==> config.mk <==
export PLATFORM = sky130hd
export DESIGN_NAME = power_domain_sequencer
export DESIGN_NICKNAME = d
export VERILOG_FILES = /design/src/rtl/power_domain_sequencer.sv
export SDC_FILE = /design/constraint.sdc
export NUM_CORES = 1
export LEC_CHECK = 0
export CAP_MARGIN = 20
export CORE_MARGIN = 5
export CORE_UTILIZATION = 53
export DETAILED_ROUTE_END_ITERATION = 12
export PLACE_DENSITY = 0.86
export SETUP_SLACK_MARGIN = 0.1
export SLEW_MARGIN = 20
export SYNTH_ARGS = -nofsm -noshare
export SYNTH_HDL_FRONTEND = slang
export SYNTH_SLANG_ARGS = --single-unit
==> constraint.sdc <==
create_clock -name clk -period 2.9 [get_ports clk]
set_input_delay 0.58 -clock clk [delete_from_list [all_inputs] [get_ports clk]]
set_output_delay 0.58 -clock clk [all_outputs]
set_load 0.005 [all_outputs]
==> src/rtl/power_domain_sequencer.sv <==
// Round-robin power sequencer: walks one gated domain at a time through power/iso/clock/reset steps.
// Optional PSEQ_RETENTION_EN adds a retention enable per domain and a DN_RET step on power-down.
module power_domain_sequencer #(
    parameter int  NUM_DOMAINS     = 4,
    parameter int  PWR_UP_CYCLES   = 8,
    parameter int  RST_HOLD_CYCLES = 2,
    localparam int DW              = (NUM_DOMAINS > 1) ? $clog2(NUM_DOMAINS) : 1
) (
    input  logic                   clk,
    input  logic                   rst_n,
    input  logic [NUM_DOMAINS-1:0] pwr_req,
    output logic [NUM_DOMAINS-1:0] pwr_en,
    output logic [NUM_DOMAINS-1:0] iso_en,
    output logic [NUM_DOMAINS-1:0] clk_en,
    output logic [NUM_DOMAINS-1:0] dom_rst_n,
    output logic [NUM_DOMAINS-1:0] pwr_ack,
    output logic                   busy,
`ifdef PSEQ_RETENTION_EN
    output logic [NUM_DOMAINS-1:0] ret_en,
`endif
    output logic [DW-1:0]          cur_dom
);

    typedef enum logic [2:0] {
        IDLE,
        UP_PWR,
        UP_ISO,
        UP_RST,
        DN_CLK,
`ifdef PSEQ_RETENTION_EN
        DN_RET,
`endif
        DN_ISO,
        DN_PWR
    } state_t;

    state_t               state;
    logic [7:0]           cnt;
    logic [DW-1:0]        last_served;
    logic [NUM_DOMAINS-1:0] pending;
    logic                 sel_found;
    logic [DW-1:0]        sel_dom;

    // Round-robin search starting just after the last served domain.
    always_comb begin
        // NOTE: every always_comb output gets a default first so no latch is inferred.
        pending   = pwr_req ^ pwr_ack;
        sel_found = 1'b0;
        sel_dom   = '0;
        for (int k = 1; k <= NUM_DOMAINS; k++) begin
            int idx;
            idx = int'(last_served) + k;
            if (idx >= NUM_DOMAINS) idx = idx - NUM_DOMAINS;
            if (!sel_found && pending[idx]) begin
                sel_found = 1'b1;
                sel_dom   = DW'(idx);
            end
        end
    end

    // NOTE: all state and outputs are registered with non-blocking assignments.
    always_ff @(posedge clk or negedge rst_n) begin
        if (!rst_n) begin
            state       <= IDLE;
            cnt         <= '0;
            last_served <= DW'(NUM_DOMAINS - 1);
            cur_dom     <= '0;
            busy        <= 1'b0;
            pwr_en      <= '0;
            iso_en      <= '1;
            clk_en      <= '0;
            dom_rst_n   <= '0;
            pwr_ack     <= '0;
`ifdef PSEQ_RETENTION_EN
            ret_en      <= '0;
`endif
        end else begin
            case (state)
                IDLE: begin
                    if (sel_found) begin
                        cur_dom     <= sel_dom;
                        last_served <= sel_dom;
                        busy        <= 1'b1;
                        if (pwr_req[sel_dom]) begin
                            pwr_en[sel_dom] <= 1'b1;
                            cnt             <= 8'(PWR_UP_CYCLES - 1);
                            state           <= UP_PWR;
                        end else begin
                            clk_en[sel_dom]    <= 1'b0;
                            dom_rst_n[sel_dom] <= 1'b0;
                            state              <= DN_CLK;
                        end
                    end
                end
                UP_PWR: begin
                    if (cnt == 8'd0) begin
                        iso_en[cur_dom] <= 1'b0;
`ifdef PSEQ_RETENTION_EN
                        ret_en[cur_dom] <= 1'b0;
`endif
                        state           <= UP_ISO;
                    end else begin
                        cnt <= cnt - 8'd1;
                    end
                end
                UP_ISO: begin
                    clk_en[cur_dom] <= 1'b1;
                    cnt             <= 8'(RST_HOLD_CYCLES - 1);
                    state           <= UP_RST;
                end
                UP_RST: begin
                    if (cnt == 8'd0) begin
                        dom_rst_n[cur_dom] <= 1'b1;
                        pwr_ack[cur_dom]   <= 1'b1;
                        busy               <= 1'b0;
                        state              <= IDLE;
                    end else begin
                        cnt <= cnt - 8'd1;
                    end
                end
`ifdef PSEQ_RETENTION_EN
                DN_CLK: begin
                    ret_en[cur_dom] <= 1'b1;
                    state           <= DN_RET;
                end
                DN_RET: begin
                    iso_en[cur_dom] <= 1'b1;
                    state           <= DN_ISO;
                end
`else
                DN_CLK: begin
                    iso_en[cur_dom] <= 1'b1;
                    state           <= DN_ISO;
                end
`endif
                // DN_PWR is never entered; it shares the final power-off step for safety.
                DN_ISO, DN_PWR: begin
                    pwr_en[cur_dom]  <= 1'b0;
                    pwr_ack[cur_dom] <= 1'b0;
                    busy             <= 1'b0;
                    state            <= IDLE;
                end
                default: state <= IDLE;
            endcase
        end
    end

endmodule

* After elaboration in Yosys (flattened, before gate mapping)
Index checks and enable logic that the tools add are counted.
** Operators by class
- Divide/modulo/power cells :: 0
- $lt $le $gt $ge :: 12
- Reductions and logical operators :: 28
- Bitwise gates (word level) :: 13
- Add/subtract/negate cells :: 9
- Mux-type cells :: 56
- Shifts and indexed selects :: 0
- Eq/ne operators :: 12
- Multiply operators :: 0
** Operator list (count)
- less-than comparator 32 x 4 -> 1 bit, second input constant :: 4
- two-way mux 32 bit :: 4
- case mux 4 bit (2 select lines) :: 5
- two-way mux 4 bit :: 9
- two-way mux 8 bit :: 3
- case mux 8 bit (3 select lines) :: 1
- bitwise AND 4 bit :: 5
- OR 4 bit :: 5
- two-way mux 1 bit :: 17
- case mux 3 bit (5 select lines) :: 1
- two-way mux 3 bit :: 4
- != test 2 bit, second input constant :: 6
- AND reduction 3 bit :: 4
- subtractor 3 x 3 -> 4 bit, second input constant :: 3
- binary-select mux 1 bit (select 2 bit) :: 5
- nonzero test 2 bit :: 5
- equality test 3 bit, second input constant :: 3
- greater-or-equal comparator 3 bit, second input constant :: 3
- zero test 8 bit :: 1
- two-way mux 2 bit :: 4
- inverter 4 bit :: 2
- AND reduction 4 bit :: 2
- subtractor 8 x 1 -> 8 bit, second input constant :: 1
- adder 2 x 2 -> 3 bit, second input constant :: 2
- 17 further kinds :: 31
** Word-level totals
- Bits in read-only memories :: 0
- Memories kept :: 0
- RAM bits :: 0
- Word-level logic and storage cells :: 140
- Input bits :: 6
- Bits in latches :: 0
- Flip-flop bits (word level) :: 36
- Output and inout port bits :: 23

* Depth between registers and ports, before layout
- Depth in word-level cells :: 25
- Depth in mapped cells :: 9
- Gate-level depth less buffers :: 8

* Worst setup path before layout
OpenSTA, ideal clock, no wires.
- Path type :: input to register
- Start point :: input port pwr_req[3]
- End point :: register cnt[0]
- Stages :: 9
- Data required time :: 2.775 ns
- Setup time :: 0.125 ns
- Slack :: 0.519 ns
- Path buffers :: 2
- Data arrival time :: 2.257 ns
- Cells stage by stage :: buf_6 > xnor2_1 > mux2i_1 > a22o_1 > or2_1 > buf_6 > o211ai_2 > a221oi_4 > mux2_2
** Between the ends
- Word-level cells in the longest chain between the ends :: 18
- Elaborated cells between the ends (all ways) :: 32
- Those cells by class :: eq/ne (2); mux (22); bitwise (1); reduce/logical (7)
** RTL lines
- start, declared :: line 11 : input logic [NUM_DOMAINS-1:0] pwr_req,
- XOR 4 bit :: line 47 : pending = pwr_req ^ pwr_ack;
- binary-select mux 1 bit (select 2 bit) :: line 54 : if (!sel_found && pending[idx]) begin
- two-way mux 1 bit (not written as such) (2 in series) :: line 54
- two-way mux 1 bit :: line 54
- zero test 1 bit :: line 54
- logical AND 1 bit :: line 54
- two-way mux 1 bit :: line 54
- zero test 1 bit :: line 54
- logical AND 1 bit :: line 54
- two-way mux 1 bit :: line 54
- zero test 1 bit :: line 54
- logical AND 1 bit :: line 54
- two-way mux 2 bit :: line 54
- binary-select mux 1 bit (select 2 bit) :: line 84 : if (pwr_req[sel_dom]) begin
- two-way mux 1 bit (not written as such) :: line 84
- != test 2 bit (no source line)
- AND reduction 4 bit (no source line) (*)
- end signal, assigned :: line 86 : cnt <= 8'(PWR_UP_CYCLES - 1);
- end signal, assigned :: line 103 : cnt <= cnt - 8'd1;
- end signal, assigned :: line 108 : cnt <= 8'(RST_HOLD_CYCLES - 1);
- end, declared :: line 38 : logic [7:0] cnt;
Mark *: on every way between the ends. The rest lies on a longest branch, timed or not. The select of a mux whose other input is x is not followed.
A chain may end at the register's enable or synchronous reset.

* Worst setup path in the final report
- Start point :: input port pwr_req[3]
- End point :: register cnt[5]
Same word-level chain as after synthesis.

==> summary.txt <==
STA
  – Fin. Hold Viols: 0
  – Hold Slack: 0.513 ns
  – Crit share post-route: 88.3%
  – Max_slew headroom: 64.4%
  – Setup_tns: 0 ns
  – RSZ-0062 raised after global routing: false
  – Worst slew pin tran: 0.534 ns
  – Slew Viols, Final: 0
  – Clock skew: 0.0112 ns
  – Final min period: 2.56 ns
  – Fmax: 0.391 GHz
  – Final setup fails: 0

Routing
  – DR WL/cell: 16.6 um
  – DRC Markers: 0
  – Pre-Repair DR Iteration Count: 4
  – DR vias: 1677
  – DRT iter0 DRCs: 148
  – Final WL: 4600 um
  – Vias per cell: 6.05
  – Routed Antenna Nets: 0

Worst hold path
  – Hold Path Depth: 1
  – HP Class: reg -> reg

Floorplan
  – Die width: 70.1 um
  – Die Footprint: 4920 um^2
  – CORE AREA: 3420 um^2
  – Die Y: 70.1 um
  – I/O pin cnt: 29
  – Initial Util: 56.1%
  – Row count: 21

Synthesis
  – Top FF cell, synth: dfrtp_1
  – Leading area contributor after synthesis: dfrtp_1
  – Synth top area share: 39.2%
  – Syn Std Cell Area: 1920 um^2
  – Post-synthesis cell type count: 48
  – Async set-reset flop share out of synthesis: 100%
  – Syn_nets: 201
  – Cells after Synth: 193
  – Number of synthesized register bits: 36
  – EDFF count, synth: 0
  – Area contributors post-synth: dfrtp_1 (39%), dfstp_2 (8.2%), o21ai_0 (4.4%)
  – Seq/Total Area, Yosys: 47.4%
  – Mean Syn Cell Area: 9.93 um^2
  – Yosys warnings: 0

Global routing
  – Largest net degree at the start of global routing: 37
  – Number of global-route vias before repair: 1593
  – Initial antenna violation count: 0
  – GRT Total Usage: 19.5%
  – Remaining global-route overflow: 0
  – First-pass GRT wire length: 7750 um

Finish
  – Share of cells above drive strength 1: 14.3%
  – Fillers: 281
  – Post-route insts no fill: 277
  – Final Util: 68.5%
  – Most frequent cells in the layout: dfrtp_1 (30), clkdlybuf4s50_1 (28), nor2_1 (20)
  – Area added between synthesis and finish: 22.1%
  – Ant diodes: 0
  – Final nets: 238
  – Commonest non-fill, non-tap cell in the layout: dfrtp_1

Clocking
  – Setup Buffers After CTS: 0
  – CTS Hold Bufs: 0
  – Clock sink count: 36
  – Num CTS Buffers: 5
  – CTS tree: yes
  – Clock root cell: clkbuf_4
  – Worst-path clk slew: 0.11 ns
  – Worst-Skew Late Latency: 0.35 ns
  – Post-CTS resize count: 0
  – H-tree depth: 2
  – Clk buf depth: 2

Worst setup path
  – Crit path kind: in -> reg
  – Critical path depth in cells: 9
  – CP cell instances: clkdlybuf4s50_1 > xnor2_1 > mux2i_1 > a22o_1 > o221ai_2 > o211ai_2 > a221oi_4 > buf_4 > a31oi_1
  – Arrival time worst endpoint: 2.78 ns
  – Worst-path fanout max: 5
  – Crit path buffers/inverters: 2
  – Slowest CP cell: clkdlybuf4s50_1
  – Reg2reg path depth: 5
  – Startpoint Class: primary input
  – Setup crit end kind: flop
  – Largest delay share family, worst path: compound AO/OA/AOI/OAI gates
  – Critical Path RT: 3.12 ns
  – Slowest stage delay, CP: 0.47 ns

Power
  – Worst vdd ir: 0.478 mV
  – Tot Pwr: 2530 uW
  – Pwr per Cell Area: 1080 nW/um^2
  – Cell leakage power: 0.000986 uW

Place
  – Detailed Place HPWL: 3370 um
  – GP Congestion: 0.938
  – Number of port buffers: 28
  – Placed cell count: 269

Job
  – Number of max-cap violations: 0

Run status
  – Outcome: completed
synth_stat cells (2+ instances only):
master    instances
dfrtp_1          30
nor2_1           20
nand2_1          17
o21ai_0          17
a31oi_1          10
a21oi_1           9
inv_1             9
o31ai_1           7
dfstp_2           6
clkbuf_1          5
nor3_1            5
xor2_1            4
mux2i_1           3
nand3_1           3
nand4_1           3
o22a_1            3
o32a_1            3
xnor2_1           3
a22o_1            2
and2_1            2
buf_6             2
ha_1              2
nor2b_1           2
o22ai_1           2
final cells by class:
cell class	instances	area [um^2]	share of cell area, %
sequential	36	908	38.8
multi-input combinational	140	927	39.6
clock buffer	5	37.5	1.61
clock inverter	3	18.8	0.803
tap	46	57.6	2.46
timing repair buffer	38	355	15.2
inverter	9	33.8	1.44
stage by stage:
step                setup WS, ns  cell area [um^2]
finish                     0.340              2340
global route               0.241              2340
CTS                        0.361              2340
detailed placement       -0.0206              2280
global placement          0.0702              2280
floorplan                  0.519              1920
metal layers:
metal	global-route usage, %	share of wire, %	wire, um	up-vias
met5	0	0	0	-
met4	5.96	1.4	63	0
met3	4.16	4.6	213	8
met2	33.3	51	2340	47
met1	24.6	43	1980	833
li1	-	-	-	789
logic make-up after synthesis:
kind of cell	Yosys count	synth area share, %
muxes	5	2.94
and+or+nand+nor	59	15.2
AOI/OAI and AO/OA	66	25.0
DFF	36	47.4
adders and majority gates	2	1.31
buffers and inverters	17	4.18
xor gates and xnor gates	8	4.05
where the power goes:
group	internal, uW	switching (uW)	total (uW)
clock	93.1	178	271
sequential	742	258	1000
combinational	637	621	1260
total	1470	1060	2530
path summary, 6_finish.rpt:
| path | from | endpoint | slack [ns] |
|---|---|---|---|
| hold / removal | dom_rst_n[3] | dom_rst_n[3] | 0.51 |
| setup reg to reg | cnt[4] | dom_rst_n[0] | 0.52 |
| hold reg to reg | dom_rst_n[3] | dom_rst_n[3] | 0.51 |
| max in group asynchronous | rst_n | asynchronous set/reset pin | 1.91 |
| setup / recovery | pwr_req[3] | cnt[5] | 0.34 |
| min in group asynchronous | rst_n | cnt[2] | 0.63 |
Power figures use the tool's default switching activity.
